--- src/rtl/full_subtractor_pipe.sv ---
`default_nettype none
// ============================================================================
//  Module   : full_subtractor_pipe
//  Purpose  : Registered ripple-borrow full subtractor, diff = a - b - bin,
//             with borrow-out. WIDTH=1 is the classic full-subtractor cell.
//             Results are registered; data outputs hold while in_valid=0.
//  Options  : FSUB_FLAGS_EN - adds registered zero / signed-overflow flags.
//  Revision : 1.0 - initial release
// ============================================================================
module full_subtractor_pipe #(
    parameter int WIDTH = 1
) (
    input  logic             clk,
    input  logic             rst_n,
    input  logic             in_valid,
    input  logic [WIDTH-1:0] a,
    input  logic [WIDTH-1:0] b,
    input  logic             bin,
    output logic             out_valid,
    output logic [WIDTH-1:0] diff,
`ifdef FSUB_FLAGS_EN
    output logic             zero,
    output logic             ovf,
`endif
    output logic             bout
);

    localparam int c_MSB = WIDTH - 1;

    // Borrow chain: w_br[0] is the borrow-in, w_br[WIDTH] the borrow-out.
    logic [WIDTH:0]   w_br;
    logic [WIDTH-1:0] w_diff;

    assign w_br[0] = bin;

    // One full-subtractor cell per bit, rippling the borrow upward.
    generate
        for (genvar i = 0; i < WIDTH; i++) begin : g_bit
            assign w_diff[i]  = a[i] ^ b[i] ^ w_br[i];
            assign w_br[i+1]  = (~a[i] & b[i]) | (~(a[i] ^ b[i]) & w_br[i]);
        end
    endgenerate

    logic             valid_q;
    logic [WIDTH-1:0] diff_q;
    logic [WIDTH-1:0] diff_d;
    logic             bout_q;
    logic             bout_d;

    // Next-state for the data registers: load on valid, otherwise hold so that
    // unknown operands presented while idle never reach the outputs.
    always_comb begin
        diff_d = diff_q;
        bout_d = bout_q;
        if (in_valid) begin
            diff_d = w_diff;
            bout_d = w_br[WIDTH];
        end
    end

    // Output stage: valid tracks in_valid one cycle later, data loads or holds.
    always_ff @(posedge clk or negedge rst_n) begin
        if (!rst_n) begin
            valid_q <= 1'b0;
            diff_q  <= '0;
            bout_q  <= 1'b0;
        end else begin
            valid_q <= in_valid;
            diff_q  <= diff_d;
            bout_q  <= bout_d;
        end
    end

    assign out_valid = valid_q;
    assign diff      = diff_q;
    assign bout      = bout_q;

`ifdef FSUB_FLAGS_EN
    logic zero_q;
    logic zero_d;
    logic ovf_q;
    logic ovf_d;

    // Flags follow the same load/hold rule as diff. Overflow uses the signed
    // view: operands of differing sign whose result sign departs from a.
    always_comb begin
        zero_d = zero_q;
        ovf_d  = ovf_q;
        if (in_valid) begin
            zero_d = (w_diff == '0);
            ovf_d  = (a[c_MSB] != b[c_MSB]) && (w_diff[c_MSB] != a[c_MSB]);
        end
    end

    // Flag registers, reset together with the datapath.
    always_ff @(posedge clk or negedge rst_n) begin
        if (!rst_n) begin
            zero_q <= 1'b0;
            ovf_q  <= 1'b0;
        end else begin
            zero_q <= zero_d;
            ovf_q  <= ovf_d;
        end
    end

    assign zero = zero_q;
    assign ovf  = ovf_q;
`endif

endmodule
`default_nettype wire

--- config.mk ---
export PLATFORM = sky130hd
export DESIGN_NAME = full_subtractor_pipe
export DESIGN_NICKNAME = d
export VERILOG_FILES = /design/src/rtl/full_subtractor_pipe.sv
export SDC_FILE = /design/constraint.sdc
export NUM_CORES = 1
export LEC_CHECK = 0
export CAP_MARGIN = 0
export CORE_AREA = 2 2 39 41
export DETAILED_ROUTE_END_ITERATION = 8
export DIE_AREA = 0 0 41 43
export HOLD_SLACK_MARGIN = 0.02
export SYNTH_ARGS = -nofsm -noshare
export SYNTH_HDL_FRONTEND = slang
export SYNTH_SLANG_ARGS = --single-unit
--- constraint.sdc ---
create_clock -name clk -period 2.25 [get_ports clk]
set_input_delay 0.45 -clock clk [delete_from_list [all_inputs] [get_ports clk]]
set_output_delay 0.45 -clock clk [all_outputs]
set_load 0.01 [all_outputs]
# After elaboration in Yosys (flattened, before gate mapping)
# Cells that the tools add are included.
[word_totals] ff_bits=3 elab_cells=10 out_inout_bits=3
[op_classes] n_bitwise=7
[op_table] op="1-bit AND" n=2
[op_table] op="1-bit inverter" n=2
[op_table] op="1-bit XOR" n=2
[op_table] op="1-bit bitwise OR" n=1

# Longest topological paths before layout
[logic_depth] ltp_word=4 depth_mapped=3 mapped_depth_nobuf=3

# Worst setup path after synthesis
# No wires, ideal clock.
[synth_timing] path_type="input to register" startpoint="in b" endpoint="reg diff_q (netlist: diff)" stages=3 path_buffers=0 setup_slack_ns=0.958 t_arrival_ns=1.167 cell_sequence="inv_1 fa_1 mux2_4"
[synth_via] elab_chain_len=2
[synth_rtl] element="from (decl)" line_no="17" text="input logic [WIDTH-1:0] b,"
[synth_rtl] element="1-bit XOR (2 in a row)" line_no="39" text="assign w_diff[i] = a[i] ^ b[i] ^ w_br[i];"
[synth_rtl] element="named net w_diff" line_no="32" text="logic [WIDTH-1:0] w_diff;"
[synth_rtl] element="to (signal assigned)" line_no="69" text="diff_q <= diff_d;"
[synth_rtl] element="to (decl)" line_no="45" text="logic [WIDTH-1:0] diff_q;"
# The timed path passes the listed nets, and every way through them passes these cells.
# A chain may end at the register's enable or synchronous reset.

# Worst setup path after layout
[layout_timing] startpoint="reg bout_q (netlist: bout)" endpoint="out bout"
[layout_lines] element="from (decl)" line_no="47" text="logic bout_q;"
[layout_lines] element="from (signal assigned)" line_no="70" text="bout_q <= bout_d;"
[layout_lines] element="to (decl)" line_no="25" text="output logic bout"
# No word-level cell between the ends.

==> run_results.csv <==
group,metric,value,unit
critical_path,worstPathCellList,"clkdlybuf4s50_1",
synthesis,synth_top_cells_by_count,"3 x dfrtp_1, 2 x inv_1",
synthesis,compound_gate_portion_of_the_synthesized_area,0.0396,
routing,route.detailed.wl_per_inst,7.11,um
routing,drt-vias-per-instance,2.73,
timing,slew_headroom,0.899,
critical_path,crit_family,"buffers and inverters",
critical_path,r2r-start,"diff",
clock_tree,numClockSinks,3,
critical_path,crit_start,"bout",
power,totalPowerFinal,0.195,mW
critical_path,crit_type,"reg2out",
synthesis,synth_cell_types,6,
timing,layout_worst_path_cycle_share,0.693,
routing,drtAntennaViolNets,0,
global_routing,gr-total-overflow,0,
critical_path,r2r-end,"diff",
clock_tree,resized_gates_after_cts,0,
clock_tree,max-clock-path-buffers,2,
synthesis,postSynthAreaPerCell,14.0,sq um
critical_path,critical_path_buf_inv_count,1,
floorplanning,die_w,41,um
critical_path,setup.worst_path.end,"bout",
synthesis,post_synth_main_area_contributors,"dfrtp_1 59%, fa_1 16%, mux2_4 12%",
critical_path,worstSetupStartpointType,"flip-flop",
finish,drive_gt1_frac,0.190,
clock_tree,cts_setup_buffers,0,
synthesis,postSynth.topFlopCell,"dfrtp_1",
synthesis,synth.largest_area_cell,"dfrtp_1",
timing,maxClockFrequency,641,MHz
timing,setup_slack,0.690,ns
placed_design,place.gp.congestion,0.553,
floorplanning,starting_density,0.0913,
power,intPower,0.153,mW
synthesis,synthArstFlopShare,1.00,
synthesis,synth.mux.area_fraction,0.119,
placed_design,buffer_ports.inserted,8,
synthesis,synth-xor-area-share,0,
timing,setup_repair_after_global_routing_missed_its_margin,"false",
routing,vias,101,
synthesis,arithmetic_cell_share_of_the_synthesized_area_counting_full_adders_half_adders_and_majority_gates,0.158,
synthesis,synth_seq_cells,3,
global_routing,antenna_violations_before_repair,0,
routing,detail_route.wirelength,263,um
finish,fin_util,0.183,
timing,final-setup-viol-count,0,
synthesis,synth_top_family_by_area,"adder cells",
timing,timing_max_transition_violations_final,0,
synthesis,synth.yosys.seq_area_share,0.594,
critical_path,reg2reg_setup_slack,1.50,ns
timing,finalSetupTns,0,ns
critical_path,cp_data_required_time,1.80,ns
power,power_leakage,0.110,nW
timing,finalHoldViolCount,0,
placed_design,preCtsSetupSlack,0.463,ns
routing,first_pass_iters,1,
synthesis,yosys_warnings,0,
global_routing,largest_net_degree_at_the_start_of_global_routing,5,
power,power_frac_seq,0.329,
global_routing,grtUsageTotal,0.0473,
synthesis,yosys.area.top_type_share,0.594,
critical_path,cp_slowest_cell,"clkdlybuf4s50_1",
critical_path,critical_path.endpoint_type,"primary output",
floorplanning,die_y,43,um
outcome,outcome,"completed",
clock_tree,clock_tree_from_tritoncts,"done",
power,power.share.combinational,0.193,
clock_tree,h_tree_level_count,1,
power,power-per-cell-area,772,nW/um^2
global_routing,number_of_global_route_vias_before_repair,98,
global_routing,grt_pass1_wl,414,um
clock_tree,cts-hold-fix-buffers,0,
clock_tree,insertion_delay,0.23,ns
critical_path,critical_path_arrival,1.11,ns
power,p_clk_frac,0.479,
synthesis,synth.most_common_cell,"dfrtp_1",
finish,n_antenna_cell,0,
flow_run,drv.max_cap_violation_count,0,
clock_tree,cts.reportedPaths.clkPinSlew,0.04,ns
power,switching_share,0.217,
clock_tree,cts-buffers-inserted,3,
critical_path,cp_num_cells,1,
timing,finalClockSkew,0,ns
finish,finish.net_count,29,
floorplanning,core_area,1380,sq um
critical_path,cp_slowest_stage_delay,0.54,ns
finish,syn2layout_area_growth,100,%
power,power_switching,0.0424,mW
finish,num-fill-cells,155,
timing,finalCriticalPeriod,1.56,ns
power,vdd_drop_max,0.154,mV
timing,worst-slew-pin-transition,0.152,ns
routing,drtIter0Drc,0,
synthesis,mappedNetlistNets,16,
clock_tree,ctsRootBufferMaster,"clkbuf_4",
floorplanning,ios,9,
min_path,holdCritPathClass,"in2async",
synthesis,synthesis.area,126,sq um
critical_path,cp_max_fo,2,
synthesis,synth-edff-count,0,
critical_path,worst_r2r_path_depth,1,
synthesis,netlist_instances,9,
synthesis,post_synth_and_or_nand_nor_area_fraction,0.0297,
floorplanning,floorplan.rows,14,
routing,remaining_drc_errors,0,
floorplanning,die_area,1760,sq um
[power by group through the flow]
stage	registers (mW)	logic [mW]	clock network, mW
2_1_floorplan	0.0676	0.00988	0
3_3_place_gp	0.0649	0.0376	0
3_5_place_dp	0.0648	0.0381	0
4_1_cts	0.0641	0.0382	0.0997
5_1_grt	0.0647	0.0413	0.105
6_report	0.0641	0.0376	0.0935
[kinds of logic (layout without fill, tap and decap cells)]
kind of cell,after synthesis,count (layout)
mux,1,1
buf+inv,2,14
fa+ha+maj,1,1
simple gates,1,1
compound gates,1,1
flops,3,3
[stage by stage]
step	std cells	hold WS, ns	cell area (sq um)
2_1_floorplan	9	0.154	126
3_3_place_gp	33	0.512	226
3_5_place_dp	33	0.509	226
4_1_cts	37	0.389	253
5_1_grt	37	0.399	253
6_report	37	0.399	253
[worst min path at each step]
stage / start / slack [ns] / endpoint / cells after the start
2_1_floorplan: rst_n / 0.15 / bout / 0
3_3_place_gp: diff / 0.51 / diff / 1
3_5_place_dp: diff / 0.51 / diff / 1
4_1_cts: rst_n / 0.39 / out_valid / 1
5_1_grt: rst_n / 0.40 / bout / 1
6_report: rst_n / 0.40 / out_valid / 1
[cell usage in the layout, fill, tap and decap left out]
cell type,synthesis,layout
clkdlybuf4s50_1,0,8
a21oi_1,1,1
clkbuf_4,0,3
mux2_4,1,1
nor2_1,1,1
inv_1,2,2
fa_1,1,1
clkbuf_1,0,1
dfrtp_1,3,3
[area by class of cell]
| cell class | count | area, sq um | share of cell area |
|---|---|---|---|
| clock buffer | 4 | 26.3 | 0.104 |
| inverter | 2 | 7.51 | 0.0297 |
| multi-input combinational | 4 | 43.8 | 0.173 |
| sequential | 3 | 75.1 | 0.297 |
| tap | 16 | 20.0 | 0.0792 |
| timing repair buffer | 8 | 80.1 | 0.317 |
[layer usage]
layer	track usage	share of wire	routed length (um)
met1	0.0550	0.48	127
met2	0.0281	0.27	70
met3	0.0628	0.23	60
met4	0.0600	0.015	4
met5	0	0	0
[state kept, by name (all words and copies together), names as in the netlist]
name	flops
bout	1
diff	1
out_valid	1
(Power assumes the default switching activity.)
==> patch (same settings) <==
Build with the macro `FSUB_FLAGS_EN` defined.
--- a/src/rtl/full_subtractor_pipe.sv
+++ b/src/rtl/full_subtractor_pipe.sv
@@ -7,6 +7,8 @@
 //  Options  : FSUB_FLAGS_EN - adds registered zero / signed-overflow flags.
 //  Revision : 1.0 - initial release
 // ============================================================================
+`define FSUB_FLAGS_EN
+
 module full_subtractor_pipe #(
     parameter int WIDTH = 1
 ) (
Function (old outputs only; new: ovf and zero): kept (equiv_simple and equiv_induct, registers matched by name and starting in step).
==> patch against the original RTL <==
Wire length rose by 60%. Sequential cell count rose by 2. Worst setup slack got worse by 0.10 ns. Power rose by 46%. Sequential share of layout area rose by 3.0 points. Clock skew did not move. Critical path depth rose by 3. Area after synthesis rose by 87%. Largest cell class is now registers. Worst hold slack improved by 0.042 ns. Global-route usage rose by 1.7 points. Fmax fell by 6.1%. Design area rose by 51%.
==> patch: results (changes against the original RTL) <==
Run status
  • Status: finished, final reports clean

Global routing
  • Gr usage total: 6.458% (+1.7 points)
  • Routing usage on met2: 7.813% (+5.0 points)
  • First-pass GRT wire length: 676 um (+63%)
  • Initial antenna violation count: 0 (unchanged)
  • GR Layer Usage met3: 4.712% (-1.6 points)
  • Largest net degree at the start of global routing: 7 (+2)
  • M1 GR Usage: 7.843% (+2.3 points)

Cells and area
  • Nets: 42 (+45%)
  • # diodes: 0 (unchanged)
  • # fillers: 162 (+4.5%)
  • Share of layout cells above drive strength 1: 12.12% (-6.9 points)

Worst setup path
  • Slowest stage cell, crit path: fa_1
  • Worst-path maximum fanout: 3 (+1)
  • CP max stage delay: 0.62 ns (+0.08 ns)
  • R2R setup slack: 1.50 ns (about the same)
  • Critical path arrival: 1.77 ns (+0.66 ns)
  • Delay-heaviest family, CP: adder cells

Synth
  • FFs w/ async S/R, synth: 100.0% (unchanged)
  • Top post-synthesis cells by area: dfrtp_1, inv_1, fa_1
  • Net count after synthesis: 27 (+11)
  • Synth Warn #: 0 (unchanged)
  • Sequential fraction of the synthesis area: 52.91% (-6.5 points)
  • Synth cell count leaders: inv_1, dfrtp_1, mux2i_1
  • Mux share of post-synthesis cell area: 14.81% (+2.9 points)
  • Post-Synth Adder-Cell Area: 13.76% (-2.1 points)
  • Xor/xnor share of the synthesized area: 3.704% (+3.7 points)
  • Post-synth cell types: 9 (+3)
  • Compound-Gate Fraction of Synth Area: 2.646% (-1.3 points)

CTS
  • Clock Path Buffers: 2 (unchanged)
  • Post_cts resized: 0 (unchanged)
  • Clock Pin Slew Worst Setup and Hold Paths: approximately 0.05 ns
  • Max H-tree Level: 1 (unchanged)
  • Root Driver: clkbuf_4
  • Total CTS buffers: 3 (unchanged)
  • Clk_lat worst skew: 0.24 ns
  • Post-CTS Setup Bufs: 0 (unchanged)

Power
  • Leak pwr: 0.1834 nW (+66%)
  • Peak supply drop: 171.0 uV (+11%)

Route
  • Via count: 168 (+66%)
  • Wire per inst: 8.571 um (+21%)
  • DRT iter0 DRCs: 0 (unchanged)
  • First-pass DRT Iterations: 1 (unchanged)

Worst hold path
  • Hold Crit Class: primary input to asynchronous set/reset pin

Timing
  • Fmax: 601.9 MHz (-6.1%)
  • Actual slew at the worst max-slew pin: 0.2709 ns (+0.1191 ns)
  • Max Slew Vio Count: 0 (unchanged)
  • Final Skew: 0 ns (unchanged)

Die
  • Initial Utilization: 17.09% (+8.0 points)

Placed design
  • Post-DP HPWL: 352.2 um
  • Port Buf Inserts: 10 (+2)
  • Post-Place Setup Slack: 0.3160 ns (-0.1467 ns)
  • Placer congestion estimate: 0.5828 (+5.4%)
-- patch: final timing paths --
check / from / to / depth (start not counted)
min in group clk: diff / diff / 1
max reg2reg: diff / diff / 1
min: rst_n / ovf / 1
min reg2reg: diff / diff / 1
max: a / ovf / 4
max in group asynchronous: rst_n / zero / 1
-- patch: power by group --
group	total (mW)	leakage, nW	internal (mW)	switching (mW)
Sequential	0.110	0.0596	0.104	0.00657
Clock	0.102	0.0150	0.0669	0.0352
Combinational	0.0733	0.109	0.0458	0.0274
-- patch: layer usage --
layer | wire length (um) | up-vias
met5 | 0 | -
met4 | 0 | 0
met3 | 44 | 0
met2 | 200 | 7
met1 | 175 | 78
li1 | - | 83
-- patch: stage by stage --
stage          std cells  hold slack, ns  instance area, sq um  power (mW)
5_1_grt               49          0.4466                 382.9      0.3079
6_report              49          0.4410                 382.9      0.2855
3_3_place_gp          45          0.5056                 356.6      0.1853
2_1_floorplan         19          0.1544                 236.5      0.1419
4_1_cts               49          0.4419                 382.9      0.2922
3_5_place_dp          45          0.5075                 356.6      0.1865
-- patch: kinds of logic (layout without fill, tap and decap cells) --
logic type | Yosys count | in the layout
xor+xnor | 1 | 1
flops | 5 | 5
compound gates | 1 | 1
mux | 3 | 3
simple gates | 1 | 1
buf+inv | 6 | 20
fa+ha+maj | 2 | 2
-- patch: area by class of cell --
class | instances | share of cell area [%]
tap | 16 | 5.229
sequential | 5 | 32.68
inverter | 6 | 5.882
timing repair buffer | 10 | 26.14
multi-input combinational | 8 | 23.20
clock buffer | 4 | 6.863
